## src/rtl/tpram_wbuf_wrapper.sv

```systemverilog
// Pseudo-two-port RAM on a single-port array: reads have priority; writes are
// queued in a small byte-masked buffer that drains into the array in idle-read cycles.
module tpram_wbuf_wrapper #(
    parameter int DW         = 32,
    parameter int AW         = 5,
    parameter int DEPTH      = 32,
    parameter int WB_DEPTH   = 4,
    parameter int STARVE_LIM = 8
) (
    input  logic            clk,
    input  logic            rst,
    input  logic            rd_req,
    output logic            rd_ready,
    input  logic [AW-1:0]   rd_addr,
    output logic            rd_valid,
    output logic [DW-1:0]   rd_data,
    input  logic            wr_req,
    output logic            wr_ready,
    input  logic [AW-1:0]   wr_addr,
    input  logic [DW-1:0]   wr_data,
    input  logic [DW/8-1:0] wr_be,
    output logic            wbuf_empty
);

    localparam int BW = DW / 8;
    localparam int PW = $clog2(WB_DEPTH);
    localparam int IW = (DEPTH > 1) ? $clog2(DEPTH) : 1;
    localparam int SW = (STARVE_LIM > 1) ? $clog2(STARVE_LIM) : 1;

    logic [DW-1:0] mem [DEPTH];

    logic [AW-1:0] wb_addr [WB_DEPTH];
    logic [DW-1:0] wb_data [WB_DEPTH];
    logic [BW-1:0] wb_be   [WB_DEPTH];
    logic [PW-1:0] head;
    logic [PW-1:0] tail;
    logic [PW:0]   count;
    logic [SW-1:0] starve_cnt;

    logic          full;
    logic          force_drain;
    logic          rd_fire;
    logic          wr_fire;
    logic          drain;
    logic          mem_we;

    logic [DW-1:0] fwd_data;
    logic [BW-1:0] fwd_mask;
    logic [PW-1:0] slot;

    logic [DW-1:0] mem_q;
    logic [DW-1:0] fwd_data_q;
    logic [BW-1:0] fwd_mask_q;

    function automatic logic in_range(input logic [AW-1:0] a);
        return 32'(a) < 32'(DEPTH);
    endfunction

    assign full        = (count == (PW+1)'(WB_DEPTH));
    assign wr_ready    = !full;
    assign wbuf_empty  = (count == '0);
    assign force_drain = (starve_cnt == SW'(STARVE_LIM - 1));
    assign rd_ready    = !force_drain;
    assign rd_fire     = rd_req && rd_ready;
    assign wr_fire     = wr_req && wr_ready;
    assign drain       = !rd_fire && (count != '0);
    // The array has no reset, so a drain must not land while reset is asserted.
    assign mem_we      = drain && !rst && in_range(wb_addr[head]);

    always_ff @(posedge clk) begin
        if (rst) begin
            head       <= '0;
            tail       <= '0;
            count      <= '0;
            starve_cnt <= '0;
        end else begin
            if (wr_fire) tail <= tail + 1'b1;
            if (drain)   head <= head + 1'b1;
            case ({wr_fire, drain})
                2'b10:   count <= count + 1'b1;
                2'b01:   count <= count - 1'b1;
                default: count <= count;
            endcase
            if (drain || !full)
                starve_cnt <= '0;
            else if (rd_req)
                starve_cnt <= starve_cnt + 1'b1;
        end
    end

    always_ff @(posedge clk) begin
        if (wr_fire) begin
            wb_addr[tail] <= wr_addr;
            wb_data[tail] <= wr_data;
            wb_be[tail]   <= wr_be;
        end
    end

    always_ff @(posedge clk) begin
        if (mem_we) begin
            for (int b = 0; b < BW; b++) begin
                if (wb_be[head][b])
                    mem[wb_addr[head][IW-1:0]][8*b +: 8] <= wb_data[head][8*b +: 8];
            end
        end
    end

    // Walk buffered entries oldest to youngest so the youngest byte wins.
    always_comb begin
        fwd_data = '0;
        fwd_mask = '0;
        slot     = '0;
        for (int i = 0; i < WB_DEPTH; i++) begin
            slot = head + PW'(i);
            if (((PW+1)'(i) < count) && (wb_addr[slot] == rd_addr)) begin
                for (int b = 0; b < BW; b++) begin
                    if (wb_be[slot][b]) begin
                        fwd_data[8*b +: 8] = wb_data[slot][8*b +: 8];
                        fwd_mask[b]        = 1'b1;
                    end
                end
            end
        end
    end

    always_ff @(posedge clk) begin
        if (rst) begin
            rd_valid   <= 1'b0;
            mem_q      <= '0;
            fwd_data_q <= '0;
            fwd_mask_q <= '0;
        end else begin
            rd_valid <= rd_fire;
            if (rd_fire) begin
                mem_q      <= in_range(rd_addr) ? mem[rd_addr[IW-1:0]] : '0;
                fwd_data_q <= fwd_data;
                fwd_mask_q <= fwd_mask;
            end
        end
    end

    always_comb begin
        rd_data = '0;
        for (int b = 0; b < BW; b++)
            rd_data[8*b +: 8] = fwd_mask_q[b] ? fwd_data_q[8*b +: 8] : mem_q[8*b +: 8];
    end

endmodule

```

## config.mk

```make
export PLATFORM = sky130hd
export DESIGN_NAME = tpram_wbuf_wrapper
export DESIGN_NICKNAME = d
export VERILOG_FILES = /design/src/rtl/tpram_wbuf_wrapper.sv
export SDC_FILE = /design/constraint.sdc
export NUM_CORES = 1
export LEC_CHECK = 0
export CORE_ASPECT_RATIO = 0.8
export CORE_MARGIN = 8
export CORE_UTILIZATION = 45
export DETAILED_ROUTE_END_ITERATION = 8
export DONT_BUFFER_PORTS = 1
export SLEW_MARGIN = 20
export SYNTH_ARGS = -nofsm -noshare
export SYNTH_HDL_FRONTEND = slang
export SYNTH_SLANG_ARGS = --single-unit
export TNS_END_PERCENT = 10
```

## constraint.sdc

```tcl
create_clock -name clk -period 3.2 [get_ports clk]
set_input_delay 0.64 -clock clk [delete_from_list [all_inputs] [get_ports clk]]
set_output_delay 0.64 -clock clk [all_outputs]
set_load 0.01 [all_outputs]
```

Word-level counts from Yosys, hierarchy flattened
Memory sizes are Yosys's and may differ from the RTL's. A register that Yosys moved wholly into a read port is not among the register bits. Cells that the tools add are included.

Bits in writable memories: 1188. Memories: 4. Logic and storage cells: 108. Bits in registers: 47. Output and inout port bits: 36.

Memory list: mem (words 32, width 32, read ports 1, clocked after memory_dff 1, write ports 1, RTL line 30) `logic [DW-1:0] mem [DEPTH];`; wb_data (words 4, width 32, read ports 4, clocked after memory_dff 1, write ports 1, RTL line 33) `logic [DW-1:0] wb_data [WB_DEPTH];`; wb_addr (words 4, width 5, read ports 4, clocked after memory_dff 1, write ports 1, RTL line 32) `logic [AW-1:0] wb_addr [WB_DEPTH];`; wb_be (words 4, width 4, read ports 4, clocked after memory_dff 1, write ports 1, RTL line 34) `logic [BW-1:0] wb_be [WB_DEPTH];`.

Eq/ne operators: 8. Muxes and demuxes: 61. Reductions and logical operators: 17. Magnitude comparators: 4. Add/sub/neg operators: 7.

Operators with widths (number): two-way mux 8 bit (20); two-way mux 32 bit (4); two-way mux 1 bit (26); equality test 5 bit (4); two-way mux 4 bit (4); two-way mux 2 bit (6); logical AND 1 bit (8); adder 3 x 1 -> 3 bit, second input constant (2); equality test 3 bit, second input constant (2); less-than comparator 1 x 3 -> 1 bit, first input constant (2); less-than comparator 2 x 3 -> 1 bit, first input constant (2); one-hot mux 3 bit (2 select lines) (1); adder 2 x 1 -> 2 bit, second input constant (2); adder 2 bit, second input constant (2); logical NOT 1 bit (4); logical NOT 3 bit (1); nonzero test 3 bit (1); subtractor 3 x 1 -> 3 bit, second input constant (1); equality test 2 x 1 -> 1 bit, second input constant (1); equality test 2 bit, second input constant (1); nonzero test 2 bit (1); OR reduction 2 bit (1); logical OR 1 bit (1).

Depth between registers and ports, before layout
Gate-level depths: netlist (run 1).

Depth after elaboration: 9. Gate-level depth with buffers: 12. Mapped depth without buffers: 9.

Least setup slack after synthesis (run 1)
No wires, ideal clock.

Path type: input to register. Start: in rd_addr[0]. End: reg mem_q[10] (read register of mem). Path slack: 0.303 ns. Stages: 7. Buffers on the path: 3. Library setup time: 0.137 ns. Required time: 3.063 ns. Arrival: 2.759 ns. Cell sequence: buf_2 -> buf_4 -> buf_1 -> mux4_2 -> mux4_2 -> mux2i_1 -> a211oi_1.

RTL lines: start: declaration (RTL line 14) `input logic [AW-1:0] rd_addr,`; end: declaration (RTL line 51) `logic [DW-1:0] mem_q;`.

==> results.cfg, run 1 <==
[setup_path]
critPathMaxStageDelay_ps = 660
cp.arrival_ps = 3410
critPathKind = flip-flop to flip-flop
path_max_fanout = 32
required_ps = 3530
slowest_stage = nor2_1
crit_chain = buf_4, mux4_2, nand2_1, buf_12, nor2_1
start_kind = flip-flop
endpoint_kind = flip-flop

[logic_synthesis]
synth_flop_cell = edfxtp_1
synthTopCellsByArea = edfxtp_1 (67%), mux4_2 (17%), dfxtp_1 (3.1%)
ys_top_cells_by_count = edfxtp_1 (1188), mux4_2 (406), nor2_1 (225), nand2_1 (164), mux2i_1 (103)
yosys.area.top_type = edfxtp_1
ys_ff_latch = 1269
postSynthCellCount = 2763
synth_async_sr_flop_share_pct = 0
synth.most_common_cell = edfxtp_1
synth_edf_count = 1188
yosysSeqAreaShare_pct = 70.6
synth_top_area_share_pct = 67.5
yosysUniqueCellTypes = 55
synth.cell_area_um2 = 52900
synth_area_per_cell_um2 = 19.1
ys_warn_count = 0
syn-num-nets = 2824

[final_layout]
diodes = 0
syn2layout_area_growth_pct = 12.4
drive_gt1_share_pct = 26.8
nets = 2905
fin_cells = 4487

[route]
drcViolationCount = 0
ant_nets = 0
routed_wl_mm = 132
vias = 27500
avgRoutedWirePerCell_um = 29.4
first_pass_iters = 5
vias_per_cell = 6.12
initialDrtViolationCount = 2924

[pwr]
peakVddDrop_mv = 0.580
pwr-share-clk_pct = 34.0
power.total_uw = 41200
pwr-share-comb_pct = 16.6
power_leakage_uw = 0.0185
p_sw_share_pct = 26.4
power.internal_uw = 30300
power_switching_uw = 10900
power_frac_seq_pct = 49.3
p_per_area_nw_per_um2 = 694

[global_routing]
grt_max_degree = 263
grt_pass1_wl_mm = 195
grt_pass1_vias = 27700
grtUsageTotal_pct = 20.5
grt-ovfl-total = 0
antenna_found_initial = 0

[floorplan]
dieArea_um2 = 129000
io_pins = 86
fp.dieW_um = 399
rows = 112
start_util_pct = 45.3
dieHeight_um = 323
core_um2 = 117000

[clock_network]
cts_setup_buffers = 0
cts.sinks = 1269
ctsRootBufferMaster = clkbuf_16
clock_latency_ps = 710
cts_max_level = 3
cts_buffer_depth = 3
numCtsBuffers = 118
clkSlewWorstSetupHoldPaths_ps = 60
cts_tree = done

[sta]
worst_slew_pin_slew_ps = 1030
holdWs_ps = 90.2
period_share_pct = 96.2
slew_violations = 0
timing.slew.headroom_pct = 31.3
grt_setup_unrepaired = true
timing.final.ws_setup_ps = 121
layout_min_cycle_time_ps = 3080
fmax_ghz = 0.325
skew_ps = 20.7
finalSetupTns_ps = 0
finalHoldViolCount = 0
finalSetupViolations = 0

[job]
drv_cap = 0

[placement]
dp.cells = 4220
dp_slack_ps = -21.3
hpwl_mm = 84.0
io_buffers = 0
place_congestion = 0.806

[min_path]
min_path_type = input pin to flip-flop

[status]
status = completed
[sequential cells by signal, summed over array words and instances, names as in the netlist, named ones only]
signal,flops
count,3
fwd_data_q,32
fwd_mask_q,4
head,2
mem,1024
mem_q,32
rd_valid,1
starve_cnt,3
tail,2
wb_addr,20
wb_be,16
wb_data,128
[power groups by stage]
stage / clock, uW / sequential [uW] / combinational [uW]
3_5_place_dp: 0 / 20700 / 6780
2_1_floorplan: 0 / 20500 / 4370
5_1_grt: 14800 / 20400 / 7330
6_report: 14000 / 20300 / 6860
4_1_cts: 14300 / 20300 / 6880
3_3_place_gp: 0 / 20700 / 6610
[repair_timing]
| item | 4_1_cts | 5_1_grt |
|---|---|---|
| pin swaps | 0 | 0 |
| resized for setup | 2 | 33 |
| setup endpoints to repair | 16 | 339 |
| hold buffers | 43 | 0 |
| hold endpoints to repair | 234 | 0 |
[worst paths after layout]
| path | from | endpoint | slack [ps] | depth (start not counted) |
|---|---|---|---|---|
| min reg2reg | starve_cnt[0] | starve_cnt[0] | 430 | 1 |
| max | flip-flop | mem[12][13] | 120 | 5 |
| max reg2reg | flip-flop | mem[12][13] | 120 | 5 |
| min | wr_req | tail[1] | 90 | 2 |
[final cells by class]
class                   count  area [um2]
clock buffers             155        3290
clock inverters            69         593
fillers                  9281       57200
inverters                  15        56.3
multi-input cells        1294       14800
flip-flops and latches   1269       37300
well taps                1539        1930
repair buffers            146        1410
[cells by family after synthesis]
kind of cell / after synthesis / share of synthesized area, %
flops: 1269 / 70.6
xor+xnor: 25 / 0.450
buf+inv: 200 / 1.62
simple gates: 494 / 4.09
fa+ha+maj: 11 / 0.260
mux: 553 / 20.2
compound gates: 211 / 2.84
[per-stage QoR]
step / cell area (um2) / util (%)
finish: 59400 / 50.9
global route: 59400 / 50.9
CTS: 59300 / 50.9
detailed placement: 55000 / 47.2
global placement: 55000 / 47.2
floorplan: 52900 / -
[worst max-delay path, delay by kind of cell, from the launching register on]
kind,cells,cell delay [ps]
buf+inv,2,780
flops,1,470
mux,1,540
simple gates,2,820
[cell usage in the layout (no fill, tap or decap), types with 10 or more instances in the layout]
cell type         n
ha_1             11
nand4_1          10
and2_1           10
mux4_2          406
a211oi_1         57
or3_1            14
a31oi_1          26
buf_12           15
clkbuf_1         23
clkinv_1         22
mux2i_1         103
nand2_1         164
edfxtp_1       1188
dfxtp_1          77
mux2_2           44
clkbuf_16       123
xor2_1           17
nor2_2           32
o211ai_1         13
o21ai_0          34
nor2_1          193
clkinv_2         26
inv_1            14
buf_4            88
o221ai_1         14
a21oi_1          18
o211a_1          12
nand3_1          29
dlygate4sd3_1    42
[routing by layer]
layer | up-vias | track usage (%) | wire length (um)
li1 | 11500 | - | -
met2 | 1158 | 31.5 | 61400
met3 | 163 | 4.62 | 10700
met4 | 0 | 3.63 | 2160
met1 | 14600 | 30.4 | 57600
met5 | - | 0 | 0
Power figures use the tool's default switching activity.
==> run 2: changes to the inputs <==
--- a/config.mk
+++ b/config.mk
@@ -8,8 +8,10 @@
 export CORE_ASPECT_RATIO = 0.8
 export CORE_MARGIN = 8
 export CORE_UTILIZATION = 45
+export CTS_BUF_LIST = sky130_fd_sc_hd__clkbuf_8
 export DETAILED_ROUTE_END_ITERATION = 8
 export DONT_BUFFER_PORTS = 1
+export MAX_ROUTING_LAYER = met4
 export SLEW_MARGIN = 20
 export SYNTH_ARGS = -nofsm -noshare
 export SYNTH_HDL_FRONTEND = slang
==> results.cfg, run 2 (synthesized netlist as in run 1, its figures left out) <==
[clock_network]
clkSlewWorstSetupHoldPaths_ps = 60
cts_buffer_depth = 3
numCtsBuffers = 188
cts_setup_buffers = 0
cts.sinks = 1269
clock_latency_ps = 870
ctsRootBufferMaster = clkbuf_8
cts_max_level = 4
cts_tree = done

[floorplan]
io_pins = 86
core_um2 = 117000
dieArea_um2 = 129000
fp.dieW_um = 399
start_util_pct = 45.3
rows = 112
dieHeight_um = 323

[placement]
io_buffers = 0
place_congestion = 0.818
hpwl_mm = 84.0
dpl_cell_area_um2 = 55000
dp.cells = 4220

[sta]
slew_violations = 145
timing.slew.headroom_pct = -27.9
period_share_pct = 98.1
grt_setup_unrepaired = true
worst_slew_pin_slew_ps = 1920
fmax_ghz = 0.319
finalHoldViolCount = 0
layout_min_cycle_time_ps = 3140
skew_ps = 39.8
finalSetupViolations = 0

[setup_path]
crit_buf_inv = 0
critPathMaxStageDelay_ps = 800
critPathKind = flip-flop to flip-flop
crit_family = simple AND/OR/NAND/NOR gates
slowest_stage = nor2_1
start_kind = flip-flop
required_ps = 3680
crit_chain = mux4_2, or2_2, nor2_1, nand2_1, nor2_1
path_max_fanout = 10
cp.arrival_ps = 3620
cpMostUsedCell = nor2_1
endpoint_kind = flip-flop

[global_routing]
grt-ovfl-total = 0
grt_pass1_vias = 28400
antenna_found_initial = 2
grtUsageTotal_pct = 21.3
grt_max_degree = 263
grt_pass1_wl_mm = 196

[final_layout]
drive_gt1_share_pct = 27.8
fin_area_um2 = 59100
syn2layout_area_growth_pct = 11.8
nets = 2977
largest_reg_flops = 1024
final_common_cell = edfxtp_1
final_cell_mix = edfxtp_1 (1188), mux4_2 (406), clkbuf_8 (200)
fin_cells = 4612

[route]
vias_per_cell = 6.05
avgRoutedWirePerCell_um = 28.9
vias = 27900
drcViolationCount = 0
first_pass_iters = 5
ant_nets = 0
initialDrtViolationCount = 2974
routed_wl_mm = 133

[job]
drv_cap = 0

[status]
status = finished with violations
violations = slew limit

[pwr]
power.total_uw = 39700
peakVddDrop_mv = 0.518
power_leakage_uw = 0.0186
p_per_area_nw_per_um2 = 672

[min_path]
min_path_type = input pin to flip-flop
==> run 2: cell types whose count changed in the layout (fill, tap and decap cells not counted), sizes merged, moves of 3 or more <==
cell / delta
bufinv: -3
clkinv: +23
clkinvlp: -4
diode: +3
inv: +59
clkbuf: +45
==> run 2: path summary, 6_finish.rpt <==
kind / start / to / slack (ps) / cells past startpoint
setup / recovery: flip-flop / mem[19][27] / 60 / 5
hold reg to reg: starve_cnt[0] / starve_cnt[0] / 430 / 1
setup reg to reg: flip-flop / mem[19][27] / 60 / 5
hold / removal: rd_addr[3] / mem_q[30] / 120 / 2
==> run 2: power by group <==
group / internal, uW / switching [uW] / leakage (uW) / total (uW)
sequential: 20100 / 282 / 0.0114 / 20300
clock: 6240 / 6220 / 0.00200 / 12500
combinational: 2350 / 4540 / 0.00526 / 6890
total: 28700 / 11000 / 0.0186 / 39700
==> run 2: area by class of cell <==
class | instances | area [um2]
multi-input cells | 1294 | 14800
fillers | 9343 | 57500
inverters | 15 | 56.3
diodes | 3 | 7.51
flip-flops and latches | 1269 | 37300
clock inverters | 144 | 751
repair buffers | 148 | 1430
clock buffers | 200 | 2750
well taps | 1539 | 1930
==> run 2: layer usage <==
metal	track usage, %	up-vias	routed length, um
li1	-	11700	-
met1	30.3	14900	58200
met2	31.6	1149	62100
met3	4.78	190	10800
met4	5.33	0	2240
met5	-	-	0
==> run 2: repair_timing <==
| action | in CTS | in global routing |
|---|---|---|
| endpoints found under the hold margin | 244 | 0 |
| resized for setup | 5 | 42 |
| hold buffers | 45 | 0 |
| pin swaps | 0 | 0 |
| endpoints found under the setup margin | 35 | 321 |
==> run 2: per-stage QoR <==
step / setup TNS [ps] / setup slack (ps) / hold WS [ps] / utilization [%]
floorplan: 0 / 303 / 408 / -
global placement: 0 / 24.6 / 411 / 47.2
detailed placement: -242 / -21.3 / 419 / 47.2
CTS: 0 / 26.9 / 17.8 / 50.6
global route: -1570 / -112 / 92.3 / 50.7
finish: 0 / 61.5 / 121 / 50.7
